<file path="src/rtl/pool_pkg.sv">
// Shared constants, width helpers and FSM states for the average-pooling engine.
// The rounding option is selected by AVG_POOL_ROUND_EN in avg_pool_stream.
package pool_pkg;

    localparam int DEF_DATA_W = 8;
    localparam int DEF_IMG_W  = 28;
    localparam int DEF_IMG_H  = 28;
    localparam int DEF_POOL   = 2;

    function automatic int clog2(input int v);
        int r;
        int x;
        r = 0;
        x = v - 1;
        while (x > 0) begin
            r++;
            x = x >> 1;
        end
        return r;
    endfunction

    function automatic int sum_w(input int dw, input int pool);
        return dw + 2 * clog2(pool);
    endfunction

    function automatic bit is_pow2(input int v);
        return (v > 0) && ((v & (v - 1)) == 0);
    endfunction

    typedef enum logic [1:0] {
        IDLE  = 2'd0,
        RUN   = 2'd1,
        DRAIN = 2'd2
    } pool_state_e;

endpackage

</file>
<file path="src/rtl/pool_line_buffer.sv">
// Per-column-group partial window sums for one band of POOL rows.
// Combinational read, synchronous write, no reset on the storage.
module pool_line_buffer
    import pool_pkg::*;
#(
    parameter int DEPTH = 14,
    parameter int WIDTH = 10,
    parameter int AW    = (clog2(DEPTH) > 0) ? clog2(DEPTH) : 1
) (
    input  logic             clk,
    input  logic [AW-1:0]    addr_i,
    output logic [WIDTH-1:0] rd_data_o,
    input  logic             wr_en_i,
    input  logic [WIDTH-1:0] wr_data_i
);

    logic [WIDTH-1:0] mem_q [DEPTH];

    assign rd_data_o = mem_q[addr_i];

    // Write the updated partial sum back to the same group slot.
    always_ff @(posedge clk) begin
        if (wr_en_i) begin
            mem_q[addr_i] <= wr_data_i;
        end
    end

endmodule

</file>
<file path="src/rtl/avg_pool_stream.sv">
// Streaming POOL x POOL average pooling over a raster-scan frame.
// Define AVG_POOL_ROUND_EN for round-half-up results instead of truncation.
module avg_pool_stream
    import pool_pkg::*;
#(
    parameter int DATA_W = DEF_DATA_W,
    parameter int IMG_W  = DEF_IMG_W,
    parameter int IMG_H  = DEF_IMG_H,
    parameter int POOL   = DEF_POOL
) (
    input  logic              clk,
    input  logic              rst_n,
    input  logic              pool_en,
    input  logic              s_valid,
    output logic              s_ready,
    input  logic [DATA_W-1:0] s_data,
    output logic              m_valid,
    input  logic              m_ready,
    output logic [DATA_W-1:0] m_data,
    output logic              m_last,
    output logic              busy,
    output logic              pool_done
);

    localparam int L      = clog2(POOL);
    localparam int SH     = 2 * L;
    localparam int SUM_W  = sum_w(DATA_W, POOL);
    localparam int GROUPS = IMG_W / POOL;
    localparam int COL_W  = clog2(IMG_W);
    localparam int ROW_W  = clog2(IMG_H);
    localparam int AW     = (clog2(GROUPS) > 0) ? clog2(GROUPS) : 1;

    localparam logic [L-1:0]     PH_LAST = L'(POOL - 1);
    localparam logic [COL_W-1:0] COL_MAX = COL_W'(IMG_W - 1);
    localparam logic [ROW_W-1:0] ROW_MAX = ROW_W'(IMG_H - 1);

    if (!is_pow2(POOL) || POOL < 2 || POOL > 8) begin : g_bad_pool
        $error("POOL must be a power of two in 2..8");
    end
    if (IMG_W % POOL != 0) begin : g_bad_w
        $error("IMG_W must be a multiple of POOL");
    end
    if (IMG_H % POOL != 0) begin : g_bad_h
        $error("IMG_H must be a multiple of POOL");
    end

    pool_state_e       state_q, state_d;
    logic [COL_W-1:0]  col_q, col_d;
    logic [ROW_W-1:0]  row_q, row_d;
    logic [SUM_W-1:0]  hsum_q, hsum_d;
    logic              m_valid_q, m_valid_d;
    logic              m_last_q, m_last_d;
    logic [DATA_W-1:0] m_data_q, m_data_d;
    logic              pool_done_q, pool_done_d;

    logic              accept;
    logic              out_fire;
    logic              out_load;
    logic              col_end;
    logic              row_end;
    logic              grp_first;
    logic              grp_end;
    logic              band_first;
    logic              band_last;
    logic [SUM_W-1:0]  s_ext;
    logic [SUM_W-1:0]  grp_sum;
    logic [SUM_W-1:0]  lb_rd;
    logic [SUM_W-1:0]  lb_wr;
    logic [SUM_W-1:0]  win_sum;
    logic [SUM_W-1:0]  win_adj;
    logic [DATA_W-1:0] result;
    logic [AW-1:0]     lb_addr;
    logic              lb_we;

    assign s_ready   = (state_q == RUN) && (!m_valid_q || m_ready);
    assign accept    = s_valid && s_ready;
    assign out_fire  = m_valid_q && m_ready;
    assign busy      = (state_q != IDLE);
    assign m_valid   = m_valid_q;
    assign m_data    = m_data_q;
    assign m_last    = m_last_q;
    assign pool_done = pool_done_q;

    assign col_end    = (col_q == COL_MAX);
    assign row_end    = (row_q == ROW_MAX);
    assign grp_first  = (col_q[L-1:0] == '0);
    assign grp_end    = (col_q[L-1:0] == PH_LAST);
    assign band_first = (row_q[L-1:0] == '0);
    assign band_last  = (row_q[L-1:0] == PH_LAST);

    assign s_ext   = SUM_W'(s_data);
    assign grp_sum = hsum_q + s_ext;
    assign lb_addr = AW'(col_q >> L);
    assign lb_we   = accept && grp_end && !band_last;
    assign lb_wr   = band_first ? grp_sum : lb_rd + grp_sum;
    assign win_sum = lb_rd + grp_sum;

`ifdef AVG_POOL_ROUND_EN
    assign win_adj = win_sum + SUM_W'(1 << (SH - 1));
`else
    assign win_adj = win_sum;
`endif

    assign result   = DATA_W'(win_adj >> SH);
    assign out_load = accept && grp_end && band_last;

    pool_line_buffer #(
        .DEPTH (GROUPS),
        .WIDTH (SUM_W),
        .AW    (AW)
    ) u_lbuf (
        .clk       (clk),
        .addr_i    (lb_addr),
        .rd_data_o (lb_rd),
        .wr_en_i   (lb_we),
        .wr_data_i (lb_wr)
    );

    // Frame sequencing and raster position tracking.
    always_comb begin
        state_d     = state_q;
        col_d       = col_q;
        row_d       = row_q;
        pool_done_d = 1'b0;
        unique case (state_q)
            IDLE: begin
                if (pool_en) begin
                    state_d = RUN;
                    col_d   = '0;
                    row_d   = '0;
                end
            end
            RUN: begin
                if (accept) begin
                    if (col_end) begin
                        col_d = '0;
                        row_d = row_end ? '0 : row_q + ROW_W'(1);
                        if (row_end) begin
                            state_d = DRAIN;
                        end
                    end else begin
                        col_d = col_q + COL_W'(1);
                    end
                end
            end
            DRAIN: begin
                if (out_fire && m_last_q) begin
                    state_d     = IDLE;
                    pool_done_d = 1'b1;
                end
            end
            default: state_d = IDLE;
        endcase
    end

    // Horizontal group accumulation and the output holding register.
    always_comb begin
        hsum_d    = hsum_q;
        m_valid_d = m_valid_q;
        m_data_d  = m_data_q;
        m_last_d  = m_last_q;
        if (accept) begin
            hsum_d = grp_first ? s_ext : hsum_q + s_ext;
        end
        if (out_fire) begin
            m_valid_d = 1'b0;
            m_last_d  = 1'b0;
        end
        if (out_load) begin
            m_valid_d = 1'b1;
            m_data_d  = result;
            m_last_d  = col_end && row_end;
        end
    end

    // State register with synchronous active-low reset.
    always_ff @(posedge clk) begin
        if (!rst_n) begin
            state_q     <= IDLE;
            col_q       <= '0;
            row_q       <= '0;
            hsum_q      <= '0;
            m_valid_q   <= 1'b0;
            m_data_q    <= '0;
            m_last_q    <= 1'b0;
            pool_done_q <= 1'b0;
        end else begin
            state_q     <= state_d;
            col_q       <= col_d;
            row_q       <= row_d;
            hsum_q      <= hsum_d;
            m_valid_q   <= m_valid_d;
            m_data_q    <= m_data_d;
            m_last_q    <= m_last_d;
            pool_done_q <= pool_done_d;
        end
    end

endmodule

</file>
<file path="config.mk">
export PLATFORM = sky130hd
export DESIGN_NAME = avg_pool_stream
export DESIGN_NICKNAME = d
export VERILOG_FILES = /design/src/rtl/pool_pkg.sv /design/src/rtl/pool_line_buffer.sv /design/src/rtl/avg_pool_stream.sv
export SDC_FILE = /design/constraint.sdc
export NUM_CORES = 1
export LEC_CHECK = 0
export ABC_AREA = 1
export CORE_MARGIN = 4
export CORE_UTILIZATION = 30
export CTS_CLUSTER_SIZE = 24
export DETAILED_ROUTE_END_ITERATION = 8
export PLACE_DENSITY = 0.48
export SYNTH_ARGS = -nofsm -noshare
export SYNTH_HDL_FRONTEND = slang
export SYNTH_SLANG_ARGS = --single-unit
</file>
<file path="constraint.sdc">
create_clock -name clk -period 3.31 [get_ports clk]
set_input_delay 0.662 -clock clk [delete_from_list [all_inputs] [get_ports clk]]
set_output_delay 0.662 -clock clk [all_outputs]
set_load 0.01 [all_outputs]
</file>
* Word level (Yosys, flattened, before mapping) *
Memories as Yosys holds them, arrays and structs flattened. A register that Yosys moved wholly into a read port is not among the register bits.
Cells that the tools add are included.
W data, S select, Z words.

storage, ports and cells
  bits of input ports = 13
  output and inout bits = 13
  bits in registers = 33
  memory bits (read-only) = 0
  bits in writable memories = 140
  memories kept = 1
  latch bits = 0

memory list
  memory        words  bits a word  read ports  clocked after memory_dff  wr ports  RTL line                text
  u_lbuf.mem_q  14     10           1           1                         1         pool_line_buffer.sv:17  logic [WIDTH-1:0] mem_q [DEPTH];

operators by class
  add/sub/neg operators = 4
  reduce and logical (&&, ||, !) cells = 19
  equality and inequality tests = 9
  order comparisons = 0
  divide/modulo/power cells = 0
  muxes and demuxes = 24
  multipliers = 0
  bitwise operators = 0
  shift-type cells = 0

operator list
  operator               count
  $mux W5                6
  $mux W10               2
  $pmux W5 S2            2
  $add A10 B10 Y10       1
  $add A10 B8 Y10        1
  $add A5 B1 Y5 const B  2
  $eq A5 B5 Y1 const B   2
  $mux W2                5
  $ne A2 B2 Y1 const B   5
  $logic_and A1 B1 Y1    8
  $mux W4                2
  $mux W1                6
  $pmux W2 S3            1
  $reduce_bool A2 Y1     3
  $reduce_and A5 Y1      1
  $reduce_and A4 Y1      1
  $reduce_and A3 Y1      1
  $eq A2 B1 Y1 const B   1
  $eq A2 B2 Y1 const B   1
  $logic_not A1 Y1       2
  $logic_not A2 Y1       1
  $reduce_and A2 Y1      1
  $logic_or A1 B1 Y1     1

* Longest topological paths before layout *
Gate-level depths: netlist of the first run.

  depth in word-level cells = 8
  gate-level depth with buffers = 24
  gate-level depth less buffers = 20

* Hierarchy *
From an unflattened synthesis of the first run, not the netlist that was laid out.

second synthesis, totals
  cell total of the unflattened synthesis = 917
  area total of the unflattened synthesis = 8358.0 um^2

modules (own cells, without submodules)
  module            cells an instance  seq. area each (um^2)  instances  area each (um^2)
  pool_line_buffer  553                4204.0                 1          5871.9
  avg_pool_stream   364                660.6                  1          2486.1

* Least setup slack after synthesis of the first run *
OpenSTA, ideal clock, no wires.

  path kind = in2reg
  from = input s_data[0]
  to = memory u_lbuf.mem_q[0][7] (data pin)
  stages on the path = 16
  setup slack = -0.110 ns
  data arrival time = 3.129 ns
  data required time = 3.020 ns
  path through = ha_1 > fa_1 > nand3_1 > nand2_1 > or2_2 > nand2_1 > inv_1 > ha_1 > nand3_1 > nand2_1 > inv_1 > nor2_1 > nand3_1 > nand2_1 > nand2_1 > a31oi_1

on the way
  word-level cells in the longest chain between the ends = 3

ends and longest elaborated chain
  what                 RTL line                text
  from (decl)          avg_pool_stream.sv:16   input logic [DATA_W-1:0] s_data,
  $add A10 B8 Y10 (*)  avg_pool_stream.sv:92   assign grp_sum = hsum_q + s_ext;
  $add A10 B10 Y10     avg_pool_stream.sv:95   assign lb_wr = band_first ? grp_sum : lb_rd + grp_sum;
  $mux W10 (*)         avg_pool_stream.sv:95
  via lb_wr[7]         avg_pool_stream.sv:68   logic [SUM_W-1:0] lb_wr;
  to (decl)            pool_line_buffer.sv:17

Mark *: on every way through the listed nets, which the timed path passes. The rest lies on a longest branch.

* Worst setup path after layout of the first run *
  from = input s_data[2]
  to = memory u_lbuf.mem_q[4][8] (data pin)

The elaborated chain is that of the path after synthesis.

==> run metrics, run 1 <==
outcome=completed; Ant. Diodes=0; deepest clock path buffer count=2; Clock Tree Root=clkbuf_16; Worst Skew=0.0139 ns; vias in the first global route=5892; 1st-pass router iterations=5; Syn-to-layout area delta=26.0%; crit path cell chain=clkdlybuf4s50_1 -> ha_4 -> buf_4 -> or2_1 -> nand2_2 -> xnor2_4 -> ha_4 -> a21oi_1 -> nand2_1 -> a21o_1 -> nand2_1 -> nand2_1 -> nand2_1 -> nand2_1 -> nand3_1 -> nand2_1 -> nand2_1 -> o21ai_1 -> buf_6; chip width=172 µm; Sink Count=177; Worst path max stage delay=0.47 ns; H-Tree Depth=4; wire length per cell=16.2 µm; GRT Max-Usage Layer=met2; Post-DRT Antenna Nets=0; routability cong.=0.824; first-pass GRT wire length=32.5 mm; Top FF cell, synth=edfxtp_1; Setup WS post-layout=0.195 ns; YS warnings=0; Initial DRC Count=410; clock latency on the worst-skew pair=0.43 ns; DRC=0; CP max FO=14; crit path launch type=primary input; Reg area=4950 µm²; EDFF count, synth=140; Setup violations, final=0; MaxCap Viol Count=0; hold violation total from the final report=0; Buf/Inv on CP=3; final instance area=10200 µm²; num ports=26; Synth Register Bits=177; vias=5963; vias per cell=4.73; M2 GR Usage=0.225; Layout Nets=946; share of cells above drive strength 1=0.197; Leak=3.92 nW; Pins Over Slew Limit=0; Mapped Avg Cell Area=10.2 µm²; FP Rows=59; CP max-delay cell=clkdlybuf4s50_1; footprint of the multi-input gates=2920 µm²; initial antenna violation count=0; CP top delay family=simple AND/OR/NAND/NOR gates; CP Capture Type=flop; core area=26300 µm²; GR met1 Demand/Resource=0.203; total track usage=0.142; FILL cells=2607; crit path time final=3.12 ns; Seq/Total Area, Yosys=0.611; Crit path required time=3.48 ns; routing usage on met3=0.0290; CTS tree=done; initial core utilization=0.308; Synth cell types=46; grt ovf=0; Post-synth ARST share=0; WP data arrival=3.29 ns; Die Y=172 µm; worst hold path class=flop to flop; Cell Pwr Density=591 nW/µm²; Final Cycle Share=0.941; Fmax=321 MHz; Post-DP Area=9410 µm²; max_slew headroom=0.564; CTS hold repair buffers=0; RSZ-0062 raised after global routing=no; CP most frequent cell=nand2_1; pre-CTS worst setup slack=-0.676 ns; CTS Buf Count=17; hpwl dp=14.3 mm; clock-pin slew on the worst setup and hold paths=0.07 ns; I/O Buffers=25; Max VDD drop=300 µV; largest net degree at the start of global routing=23; Syn Nets=828; routed wire length=20.4 mm; synthesized instance count=796; Worst-Margin Slew=0.653 ns; die area=29700 µm²; Post-Synthesis Cell Area=8090 µm²; critical path type=primary input to flop
kinds of logic (layout without fill, tap and decap cells):
kind of cell / Yosys count / after routing / synth area share
and+or+nand+nor: 339 / 339 / 0.181
DFF: 177 / 177 / 0.611
AOI/OAI and AO/OA: 160 / 161 / 0.116
buffers and inverters: 88 / 217 / 0.0475
adders and majority gates: 19 / 19 / 0.0312
xor gates and xnor gates: 13 / 13 / 0.0141
worst min-delay path, cell delays in order (launching register included):
cell	delay (ns)
dfxtp_1	0.31
nand2_1	0.06
a21oi_1	0.05
metrics by stage:
stage / hold WS (ns) / power (W) / instances / util / TNS, ns
floorplan: 0.449 / 0.00336 / 796 / - / 0
global placement: 0.453 / 0.00397 / 1224 / 0.358 / -42.28
detailed placement: 0.456 / 0.00397 / 1224 / 0.358 / -46.70
CTS: 0.467 / 0.00602 / 1258 / 0.383 / 0
global route: 0.504 / 0.00634 / 1261 / 0.388 / 0
finish: 0.462 / 0.00602 / 1261 / 0.388 / 0
layout by cell type, fill, tap and decap left out, drive strengths merged:
| cell | Yosys | routed |
|---|---|---|
| o22ai | 4 | 4 |
| clkinvlp | 0 | 1 |
| buf | 17 | 105 |
| edfxtp | 140 | 140 |
| a21o | 1 | 1 |
| nor4 | 2 | 2 |
| or2 | 2 | 2 |
| xnor2 | 4 | 4 |
| nor3b | 2 | 2 |
| ha | 17 | 17 |
| bufinv | 0 | 2 |
| o21bai | 1 | 1 |
| clkinv | 1 | 6 |
| clkbuf | 15 | 17 |
| nand3 | 62 | 62 |
| o31ai | 4 | 4 |
| dfxtp | 37 | 37 |
| a31oi | 6 | 6 |
| xor2 | 9 | 9 |
| dlymetal6s2s | 0 | 3 |
| a2111oi | 1 | 1 |
| o21ai | 67 | 68 |
| a221oi | 8 | 8 |
| nand2 | 153 | 153 |
| nor2 | 110 | 110 |
| o211ai | 4 | 4 |
| clkdlybuf4s50 | 0 | 22 |
| nand4 | 2 | 2 |
| a21oi | 54 | 54 |
| a41oi | 1 | 1 |
| inv | 55 | 61 |
| o221ai | 6 | 6 |
| a221o | 1 | 1 |
| a211oi | 2 | 2 |
| nor3 | 6 | 6 |
| fa | 2 | 2 |
cells in the mapped netlist (6+ instances only):
cell | n | share of area
nor3_1 | 6 | 0.0037
buf_2 | 9 | 0.0056
dfxtp_1 | 37 | 0.092
nand3_1 | 62 | 0.038
nor2_1 | 104 | 0.048
inv_1 | 48 | 0.022
edfxtp_1 | 140 | 0.52
a21oi_1 | 52 | 0.032
o221ai_1 | 6 | 0.0065
xor2_1 | 9 | 0.0097
clkbuf_1 | 15 | 0.0070
nand2_1 | 148 | 0.069
a221oi_1 | 8 | 0.0087
o21ai_0 | 62 | 0.038
ha_1 | 17 | 0.026
a31oi_1 | 6 | 0.0046
power breakdown:
group / leakage, nW / internal, W / total [W] / switching [W]
sequential: 1.57 / 0.00258 / 0.00262 / 0.0000378
clock: 0.283 / 0.00112 / 0.00201 / 0.000887
combinational: 2.07 / 0.000598 / 0.00139 / 0.000795
worst paths after layout:
check	slack, ns	end	cells past startpoint	start
worst min register to register	0.46	m_data[0]	2	m_data[0]
worst max-delay path	0.19	u_lbuf.mem_q[4][8]	19	s_data[2]
worst min-delay path	0.46	m_data[0]	2	m_data[0]
worst max register to register	0.26	u_lbuf.mem_q[4][8]	19	flop
flip-flops by register name, indices dropped and copies added (netlist names), named ones only:
name	count
u_lbuf.mem_q	140
hsum_q	10
m_data	8
col_q	5
row_q	5
state_q	2
m_last	1
m_valid	1
pool_done	1
cell type report:
type,count,share of cell area
clock buffer,17,0.0417
clock inverter,14,0.0150
inverter,56,0.0211
multi-input combinational,532,0.287
sequential,177,0.486
tap,335,0.0411
timing repair buffer,130,0.109
timing repair:
action,in CTS,in global routing
gates resized for setup,11,25
pin swaps,4,14
setup buffers,2,3
endpoints found under the setup margin,72,73
gates cloned,1,0
per-layer routing:
| layer | part of all wire | routed length, µm | vias to the layer above |
|---|---|---|---|
| li1 | - | - | 3021 |
| met5 | 0 | 0 | - |
| met4 | 0.0075 | 153 | 0 |
| met1 | 0.50 | 10200 | 2854 |
| met3 | 0.031 | 634 | 16 |
| met2 | 0.46 | 9400 | 72 |
Note: power is estimated with default switching activity, not from simulation.
==> run 2: changes to the inputs <==
--- a/config.mk
+++ b/config.mk
@@ -13,4 +13,5 @@
 export PLACE_DENSITY = 0.48
 export SYNTH_ARGS = -nofsm -noshare
 export SYNTH_HDL_FRONTEND = slang
+export SYNTH_HIERARCHICAL = 1
 export SYNTH_SLANG_ARGS = --single-unit
==> run metrics, run 2 <==
chip width=175 µm; Syn-to-layout area delta=26.5%; Synth area leader=edfxtp_1; initial antenna violation count=0; CTS tree=done; EDFF count, synth=140; grt ovf=0; Leak=4.46 nW; Initial DRC Count=383; hpwl dp=14.6 mm; Combinational Power Share=0.249; setup_tns=0 ns; hold violation total from the final report=0; Synth top area share=0.503; Syn Nets=951; Top reg by flops=u_lbuf/mem_q; initial core utilization=0.308; Post-DP Area=9710 µm²; Sink Count=173; num ports=26; most instantiated cells after synthesis=nand2_1 (399), edfxtp_1 (140), nor2_1 (61); max_slew headroom=0.562; Worst-Margin Slew=0.656 ns; CP most frequent cell=nand2_1; clock latency on the worst-skew pair=0.43 ns; clock network power share=0.334; DRC=0; worst hold path class=flop to flop; Post-Synthesis Cell Area=8360 µm²; Crit path required time=3.49 ns; first-pass GRT wire length=34.2 mm; Seq pwr share=0.417; Worst Skew=0.0111 ns; share of cells above drive strength 1=0.174; Final Cycle Share=0.934; crit path launch type=flop; H-Tree Depth=4; 1st-pass router iterations=4; P_sw=0.00183 W; FP Rows=60; MaxCap Viol Count=0; RSZ-0062 raised after global routing=no; pre-CTS worst setup slack=-0.769 ns; Seq/Total Area, Yosys=0.582; synthesized instance count=917; Setup WS post-layout=0.219 ns; clock-pin slew on the worst setup and hold paths=0.08 ns; vias per cell=4.44; CP max-delay cell=fa_2; Post-synth ARST share=0; crit path time final=3.09 ns; total track usage=0.144; YS warnings=6; Clock Tree Root=clkbuf_16; most frequent cells in the layout=nand2_1 (397), edfxtp_1 (140), buf_4 (80); Setup violations, final=0; most common cell in the netlist=nand2_1; Mapped Avg Cell Area=9.11 µm²; commonest non-fill, non-tap cell in the layout=nand2_1; Post-DRT Antenna Nets=0; total power=0.00609 W; core area=27200 µm²; outcome=completed; Max VDD drop=340 µV; vias in the first global route=6105; routed wire length=21.8 mm; I/O Buffers=25; vias=6268; die area=30600 µm²; Sw Ratio=0.301; crit path cell chain=ha_2 -> inv_1 -> fa_2 -> inv_2 -> nand4_1 -> nand3_4 -> a21oi_4 -> xor2_2 -> ha_4 -> a21o_1 -> a31oi_1 -> nand2_1 -> nor2_2 -> inv_1 -> nand2_1 -> nand2_1 -> nand2_1 -> nand2_2 -> buf_6; critical path type=flop to flop; WP data arrival=3.27 ns; Layout Nets=1059; Cell Pwr Density=576 nW/µm²; deepest clock path buffer count=2; Synth Register Bits=173; largest net degree at the start of global routing=35; routability cong.=0.854; max reg flops=140; Fmax=324 MHz; CTS Buf Count=17; Die Y=175 µm; Worst path max stage delay=0.39 ns; Synth cell types=48; CP max FO=7; CTS hold repair buffers=0; final instance area=10600 µm²; top cells by area, synth=edfxtp_1 (50%), nand2_1 (18%), dfxtp_1 (7.9%); CP Capture Type=flop; Int Power=0.00425 W; Pins Over Slew Limit=0; wire length per cell=15.4 µm; Top FF cell, synth=edfxtp_1
[run 2: changes by cell type in the layout (fill, tap and decap cells not counted), moves of 13 or more]
cell | previous run | this run
o21ai_0 | 56 | 20
nor2_1 | 104 | 60
buf_4 | 99 | 80
nand3_1 | 61 | 28
a21oi_1 | 51 | 38
nand2_1 | 142 | 397
[run 2: cells by family (layout without fill, tap and decap cells)]
kind of cell / count (synthesis) / after routing / synth area share
adders and majority gates: 21 / 21 / 0.0332
AOI/OAI and AO/OA: 83 / 83 / 0.0560
DFF: 173 / 173 / 0.582
buffers and inverters: 96 / 217 / 0.0548
xor gates and xnor gates: 11 / 11 / 0.0115
and+or+nand+nor: 533 / 533 / 0.262
other: 0 / 1 / 0
[run 2: metal layers]
layer / GRT usage / share of wire
met5: 0 / 0
met4: 0.0419 / 0.014
met3: 0.0182 / 0.051
met2: 0.244 / 0.49
met1: 0.193 / 0.45
[run 2: power by group through the flow]
stage          combinational (W)  clock (W)  sequential, W
2_1_floorplan           0.000710          0        0.00257
4_1_cts                  0.00151    0.00209        0.00254
3_5_place_dp             0.00145          0        0.00258
6_report                 0.00152    0.00203        0.00254
3_3_place_gp             0.00146          0        0.00258
5_1_grt                  0.00169    0.00217        0.00254
[run 2: worst paths after layout]
path                         end  depth (start not counted)  startpoint  slack [ns]
max          u_lbuf/mem_q[13][9]                         19   hsum_q[0]        0.22
min                    pool_done                          1  state_q[0]        0.44
max reg2reg  u_lbuf/mem_q[13][9]                         19   hsum_q[0]        0.22
min reg2reg            pool_done                          1  state_q[0]        0.44
[run 2: repair_timing]
item                       CTS  global route
buffers inserted             5             0
gates cloned                 1             0
pin swaps                    8            13
resized for setup           23            20
setup endpoints to repair   86            72
[run 2: worst max-delay path, delay by kind of cell, from the launching register on]
kind                     cells  cell delay [ns]
XOR/XNOR                     1             0.22
AND/OR/NAND/NOR              8             0.75
flip-flops                   1             0.33
adder cells (fa/ha/maj)      3             0.82
AO/OA/AOI/OAI                3             0.39
buffers and inverters        4             0.33
[run 2: layout make-up]
class / count / area (µm²)
multi-input combinational: 648 / 3240
clock inverter: 14 / 170
antenna: 1 / 2.50
sequential: 173 / 4870
tap: 372 / 465
timing repair buffer: 121 / 1150
clock buffer: 18 / 429
fill: 2744 / 16600
inverter: 64 / 246
[run 2: stage by stage]
| step | utilization | hold slack [ns] | instances |
|---|---|---|---|
| floorplan | - | 0.420 | 917 |
| global placement | 0.357 | 0.446 | 1372 |
| detailed placement | 0.357 | 0.436 | 1372 |
| CTS | 0.385 | 0.443 | 1410 |
| global route | 0.389 | 0.470 | 1410 |
| finish | 0.389 | 0.438 | 1411 |
